==> config.mk <==
export PLATFORM = sky130hd
export DESIGN_NAME = seq_signed_divider
export DESIGN_NICKNAME = d
export VERILOG_FILES = /design/src/rtl/seq_signed_divider.sv
export SDC_FILE = /design/constraint.sdc
export NUM_CORES = 1
export LEC_CHECK = 0
export CORE_MARGIN = 3
export CORE_UTILIZATION = 50
export DETAILED_ROUTE_END_ITERATION = 12
export PLACE_DENSITY = 0.83
export SETUP_SLACK_MARGIN = 0.1
export SLEW_MARGIN = 15
export SYNTH_ARGS = -nofsm -noshare
export SYNTH_HDL_FRONTEND = slang
export SYNTH_SLANG_ARGS = --single-unit
==> constraint.sdc <==
create_clock -name clk -period 2.1 [get_ports clk]
set_input_delay 0.42 -clock clk [delete_from_list [all_inputs] [get_ports clk]]
set_output_delay 0.42 -clock clk [all_outputs]
set_load 0.01 [all_outputs]
==> src/rtl/seq_signed_divider.sv <==
// seq_signed_divider: multi-cycle signed restoring divider with start/busy/done handshake
module seq_signed_divider #(
  parameter int N_WIDTH = 16,
  parameter int D_WIDTH = 8
) (
  input  logic               clk,
  input  logic               rst,
  input  logic               start,
  input  logic [N_WIDTH-1:0] dividend,
  input  logic [D_WIDTH-1:0] divisor,
  output logic [N_WIDTH-1:0] quot,
  output logic [D_WIDTH-1:0] rem,
  output logic               busy,
  output logic               done,
  output logic               dz,
  output logic               ovf
);
  localparam int CW = $clog2(N_WIDTH);
  typedef enum logic [1:0] {IDLE, CALC, FIX, DONE} state_t;
  state_t state_q, state_d;
  logic [N_WIDTH-1:0] a_q, a_d, quot_q, quot_d;
  logic [D_WIDTH-1:0] b_q, b_d, lo_q, lo_d, rem_q, rem_d;
  logic [D_WIDTH:0] r_q, r_d, sh;
  logic [CW-1:0] cnt_q, cnt_d;
  logic sq_q, sq_d, sr_q, sr_d, z_q, z_d, dz_q, dz_d, ovf_q, ovf_d, ge;
  // next-state, one shift-subtract step per CALC cycle, sign fix-up in FIX
  always_comb begin
    state_d = state_q;
    a_d = a_q;
    b_d = b_q;
    r_d = r_q;
    lo_d = lo_q;
    cnt_d = cnt_q;
    sq_d = sq_q;
    sr_d = sr_q;
    z_d = z_q;
    quot_d = quot_q;
    rem_d = rem_q;
    dz_d = dz_q;
    ovf_d = ovf_q;
    sh = {r_q[D_WIDTH-1:0], a_q[N_WIDTH-1]};
    ge = r_q[D_WIDTH] | (sh >= {1'b0, b_q});
    case (state_q)
      IDLE: if (start) begin
        state_d = CALC;
        a_d = dividend[N_WIDTH-1] ? -dividend : dividend;
        b_d = divisor[D_WIDTH-1] ? -divisor : divisor;
        lo_d = dividend[D_WIDTH-1:0];
        sq_d = dividend[N_WIDTH-1] ^ divisor[D_WIDTH-1];
        sr_d = dividend[N_WIDTH-1];
        z_d = divisor == '0;
        r_d = '0;
        cnt_d = '0;
      end
      CALC: begin
        r_d = ge ? sh - {1'b0, b_q} : sh;
        a_d = {a_q[N_WIDTH-2:0], ge};
        cnt_d = cnt_q + 1'b1;
        state_d = (cnt_q == CW'(N_WIDTH - 1)) ? FIX : CALC;
      end
      FIX: begin
        quot_d = z_q ? '1 : (sq_q ? -a_q : a_q);
        rem_d = z_q ? lo_q : (sr_q ? -r_q[D_WIDTH-1:0] : r_q[D_WIDTH-1:0]);
        dz_d = z_q;
        ovf_d = !z_q && !sq_q && a_q[N_WIDTH-1];
        state_d = DONE;
      end
      default: state_d = IDLE;
    endcase
  end
  // state and datapath registers, cleared asynchronously
  always_ff @(posedge clk or negedge rst) begin
    if (!rst) begin
      state_q <= IDLE;
      a_q <= '0;
      b_q <= '0;
      r_q <= '0;
      lo_q <= '0;
      cnt_q <= '0;
      sq_q <= 1'b0;
      sr_q <= 1'b0;
      z_q <= 1'b0;
      quot_q <= '0;
      rem_q <= '0;
      dz_q <= 1'b0;
      ovf_q <= 1'b0;
    end else begin
      state_q <= state_d;
      a_q <= a_d;
      b_q <= b_d;
      r_q <= r_d;
      lo_q <= lo_d;
      cnt_q <= cnt_d;
      sq_q <= sq_d;
      sr_q <= sr_d;
      z_q <= z_d;
      quot_q <= quot_d;
      rem_q <= rem_d;
      dz_q <= dz_d;
      ovf_q <= ovf_d;
    end
  end
  assign quot = quot_q;
  assign rem = rem_q;
  assign dz = dz_q;
  assign ovf = ovf_q;
  assign busy = (state_q == CALC) || (state_q == FIX);
  assign done = state_q == DONE;
endmodule

==> metrics.txt <==
status finished, violations left; failing checks negative hold slack; Worst R2R Path Depth 5; Routed met1 length 5.10 mm; clk sinks 76; Worst Setup End Kind flop; Switch Pwr 4130 uW; Final Hold Viols 4; combinational fraction of design power 59.3%; Clk pin slew, worst setup/hold paths 0.08 ns; detailed placement HPWL 9.05 mm; Ports 55; RSZ-0062 raised after global routing true; number of diodes 0; syn_area_per_cell 9.36 um2; Setup Skew 0.0130 ns; Seq pwr share 26.4%; Post-synth ARST share 100%; row count 34; Worst slew margin 48.7%; Die Footprint 0.0105 mm2; synthesized net count 543; P&R area growth vs syn 36.1%; maximum clock rate 483 MHz; internal power 5700 uW; max layer used met4; H-tree levels 3; crit share post-route 98.5%; vias in the first global route 4406; Antenna Nets Post-Route 0; Yosys cell types 59; final setup vio count 0; drt initial violations 252; share of cells above drive strength 1 27.7%; Clock power frac 14.3%; # fillers 608; Final nets 657; peak supply drop 0.941 mV; first-pass GRT wire length 20.9 mm; core area 0.00889 mm2; Yosys reg bits 76; detailed-route wire length per cell 18.3 um; Worst EP required 2.34 ns; DR DRC count 0; total negative slack 0 ns; via count 4359; Leakage 0.00282 uW; Synth Flop Type dfrtp_1; worst-path maximum fanout 5; type of origin of the critical path flop; crit path DAT 2.31 ns; Tightest Pin Transition 0.769 ns; minimum clock period 2.07 ns; Worst Setup SP a_q[6]$_DFFE_PN0P_; Sw Ratio 42.0%; sequential fraction of the synthesis area 40.8%; fin. max-slew vios 0; Die Ht 103 um; Avg Vias per Cell 6.01; grt ovf 0; CTS Root Cell clkbuf_8; Yosys warnings 0; DR WL met3 784 um; TritonCTS clock tree done; hold_buf cts 0; drt first pass iters 6; Initial Utilization 52.4%; post-synthesis instance total 498; Syn Std Cell Area 0.00466 mm2; WS Path Type reg2reg; EDFF count, synth 0; Min-Delay Path Class in2async; Fin Hold WS -0.00887 ns; Final Util 71.4%; Final Wtd Congestion 0.899; total CTS buffers 9; Die X 103 um; placed cell area 0.00578 mm2; initial antenna violation count 0; Pwr Density 1550 mW/mm2; DRT Wirelength 13.3 mm; routed wl met2 6.87 mm; Worst R2R Start a_q[6]$_DFFE_PN0P_; All-Layer GR Usage 25.6%; cell area after layout 0.00634 mm2; Max-Cap Viols 0; largest net degree at the start of global routing 45; Clk Latency, worst-skew pair 0.37 ns; Max clock buf depth 2; IO buf count 54
[through the flow]
stage | power (uW) | setup WS (ns) | std cells
after global placement | 7330 | -0.451 | 700
after detailed placement | 7580 | -0.514 | 700
after CTS | 9300 | 0.00263 | 721
after floorplan | 5710 | 0.0152 | 498
after global routing | 10400 | -0.0547 | 725
final | 9820 | 0.0306 | 725
[layer usage]
layer | vias up | GRT usage, %
met1 | 2106 | 28.8
met2 | 191 | 45.3
li1 | 2000 | -
met3 | 62 | 5.75
met4 | 0 | 13.2
met5 | - | 0
[path summary, 6_finish.rpt]
check                                            end  slack (ns)
worst max-delay path            quot[14]$_DFFE_PN0P_        0.03
worst min-delay path            quot[15]$_DFFE_PN0P_      -0.009
worst max register to register  quot[14]$_DFFE_PN0P_        0.03
worst min register to register    r_q[8]$_DFFE_PN0P_        0.50
max in group asynchronous         r_q[7]$_DFFE_PN0P_        1.51
min in group clk                 lo_q[0]$_DFFE_PN0P_        0.37
[flip-flops by register name, summed over array words and instances, names as in the netlist, 2 cells and up]
register / flops
lo_q: 8
cnt_q: 4
a_q: 16
rem: 8
r_q: 9
b_q: 8
state_q: 2
quot: 16
[placed cells by master (no fill, tap or decap), types with 4 or more instances in the layout]
master | synthesis | layout
dfrtp_1 | 76 | 76
buf_4 | 1 | 73
nand2_1 | 53 | 53
clkdlybuf4s50_1 | 0 | 39
o21ai_0 | 40 | 37
nor2_1 | 32 | 31
xor2_1 | 26 | 26
inv_1 | 25 | 21
a21oi_1 | 20 | 19
xnor2_1 | 15 | 15
mux2_2 | 15 | 15
mux2i_1 | 14 | 14
o21ai_1 | 13 | 12
ha_1 | 17 | 10
clkbuf_8 | 3 | 9
or4_4 | 2 | 7
a31oi_1 | 7 | 7
o31ai_1 | 11 | 7
nand2b_1 | 7 | 7
o211ai_1 | 7 | 7
dlygate4sd2_1 | 0 | 7
nor2b_1 | 6 | 6
or3_1 | 10 | 6
o21a_1 | 7 | 6
ha_4 | 0 | 6
inv_2 | 0 | 4
o41ai_1 | 7 | 4
or3_4 | 0 | 4
nor3_1 | 6 | 4
buf_6 | 1 | 4
[area by class of cell]
type | instances | area [um2] | share of cell area, %
well taps | 108 | 135 | 2.13
inverters | 25 | 93.8 | 1.48
clock buffers | 9 | 124 | 1.95
multi-input cells | 368 | 2820 | 44.4
clock inverters | 7 | 124 | 1.95
flip-flops and latches | 76 | 1900 | 30.0
repair buffers | 132 | 1150 | 18.1
[logic make-up (layout without fill, tap and decap cells)]
kind of cell	Yosys count	after routing	synth area share, %
muxes	29	29	6.63
DFF	76	76	40.8
AOI/OAI and AO/OA	138	138	19.3
xor gates and xnor gates	41	41	7.70
buffers and inverters	54	173	5.64
and+or+nand+nor	142	142	14.9
adders and majority gates	18	18	4.99
[power by group through the flow]
stage	registers, uW	clock network [uW]	logic [uW]
2_1_floorplan	2550	0	3160
3_3_place_gp	2540	0	4790
3_5_place_dp	2590	0	4990
4_1_cts	2580	1400	5320
5_1_grt	2680	1460	6300
6_report	2600	1410	5820
[timing repair]
item                       in CTS  in global routing
pin swaps                      18                 28
resized for setup              48                 35
buffers inserted                5                  4
setup endpoints to repair      22                 28
gates cloned                    0                  0
[cells in the mapped netlist (3+ instances only)]
cell type  number  area share (%)
nand2_1        53             4.3
inv_1          25             2.0
nand2b_1        7            0.94
a31oi_1         7            0.94
nor2_1         32             2.6
o31ai_1        11             1.8
mux2_2         15             3.6
clkbuf_1       20             1.6
o21a_1          7             1.1
xnor2_1        15             2.8
o21ai_0        40             4.3
mux2i_1        14             3.0
or4_1           5            0.81
a21oi_1        20             2.1
dfrtp_1        76              41
and3_1          3            0.40
nor2b_1         6            0.81
clkbuf_8        3            0.89
nand3_1         3            0.32
a211oi_1        5            0.81
or3_1          10             1.3
o41ai_1         7             1.3
o21ai_1        13             1.4
o221ai_1        3            0.56
nor3_1          6            0.64
o211ai_1        7             1.1
ha_1           17             4.6
nand4_1         3            0.40
xor2_1         26             4.9
[critical path, cell delays in order (launching register included)]
cell	delay, ns
dfrtp_1	0.38
or4_4	0.54
or4_4	0.50
o41ai_4	0.26
xor2_1	0.18
a31oi_1	0.09
No activity file was read; power rests on OpenSTA's default activity.
==> RTL change, RTL diff (config.mk and constraints unchanged) <==
Take the reset off `a_q` and load it in a clocked block of its own.
--- a/src/rtl/seq_signed_divider.sv
+++ b/src/rtl/seq_signed_divider.sv
@@ -73,5 +73,4 @@
     if (!rst) begin
       state_q <= IDLE;
-      a_q <= '0;
       b_q <= '0;
       r_q <= '0;
@@ -87,5 +86,4 @@
     end else begin
       state_q <= state_d;
-      a_q <= a_d;
       b_q <= b_d;
       r_q <= r_d;
@@ -101,4 +99,8 @@
     end
   end
+
+  always_ff @(posedge clk) begin
+    a_q <= a_d;
+  end
   assign quot = quot_q;
   assign rem = rem_q;
Behaviour: no difference found for any inputs over 10 cycles, from zero or initial values and one cycle with rst low; that may be too few to reach the edited logic, so the function may still have changed.
==> RTL change against the unedited design <==
Count of clock-buffer cells in the layout unchanged; sequential cell count did not move; worst setup slack gained 0.040 ns; total power decreased by 3.3%; maximum frequency rose by 2.0%; via count shrank 6.3%; combinational power shrank 8.2%; final cell count fell by 5.2%; wire length down 10%; synthesized area decreased by 3.9%; cell area is 4.9% lower; critical path depth unchanged; largest cell class unchanged.
==> RTL change: results (changes against the unedited design) <==
- Net count of the finished layout: 622 (-5.3%)
- Area added between synthesis and finish: 34.8%
- Clock buf/inv share: 4.10% (+0.20 points)
- Post-route minimum period: 2.03 ns (-0.0397 ns)
- Instance area after placement: 5480 um2 (-5.1%)
- Clock tree skew after final layout: 0.0120 ns (-0.000994 ns)
- Register share of the cell area: 32.8% (+2.9 points)
- Proportion of layout cells with a drive suffix above 1: 22.3% (-5.4 points)
- Iter 0 DRT Violations: 274 (+8.7%)
- Power density relative to cell area: 1570 nW/um2 (+1.6%)
- Static power due to leakage: 2.53 nW (-10%)
- Global-route wire length before repair: 19100 um (-8.3%)
- Complex-gate fraction of the synthesized area: 17.8% (-1.5 points)
- Adder-cell share of the synthesized area: 5.20% (+0.20 points)
- Post-Route Hold Slack: 0.415 ns (+0.424 ns)
- Largest fanout of any net on the critical path: 6 (+1)
- Status: completed
- Post-synth EDFFs: 16 (+16)
- Final core utilization: 71.3% (about the same)
- Number of global-route vias before repair: 4009 (-9.0%)
- Detailed Route WL: 11900 um (-10%)
- Total design power: 9.50 mW (-3.3%)
- Post-route non-filler standard cell count: 687 (-5.2%)
- Post-Place Worst Slack: -0.263 ns (+0.251 ns)
- Worst slew margin relative to its limit: 52.4% (+3.7 points)
- Proportion of synthesized area in mux cells: 4.83% (-1.8 points)
- Synthesized Nets: 522 (-3.9%)
- Endpoint of the most critical setup path: r_q[3]
-- RTL change: worst reg2reg max path, cell delays in order (launching register included) --
cell and delay, ns:
sky130_fd_sc_hd__dfrtp_1 0.42, sky130_fd_sc_hd__ha_4 0.29, sky130_fd_sc_hd__a21o_1 0.20, sky130_fd_sc_hd__o311a_1 0.39
sky130_fd_sc_hd__or2_4 0.30, sky130_fd_sc_hd__a221o_1 0.32
-- RTL change: layer usage --
layer | wire length, um | global-route usage [%] | share of wire, % | vias to the layer above
met3 | 956 | 5.47 | 8.0 | 23
met2 | 5690 | 37.1 | 48 | 208
met1 | 5010 | 32.4 | 42 | 1963
met4 | 243 | 8.29 | 2.0 | 0
li1 | - | - | - | 1890
met5 | 0 | 0 | 0 | -
-- RTL change: kinds of logic after synthesis --
| group | after synthesis |
|---|---|
| AOI/OAI and AO/OA | 123 |
| buffers and inverters | 53 |
| xor gates and xnor gates | 43 |
| adders and majority gates | 18 |
| and+or+nand+nor | 144 |
| muxes | 20 |
| DFF | 76 |
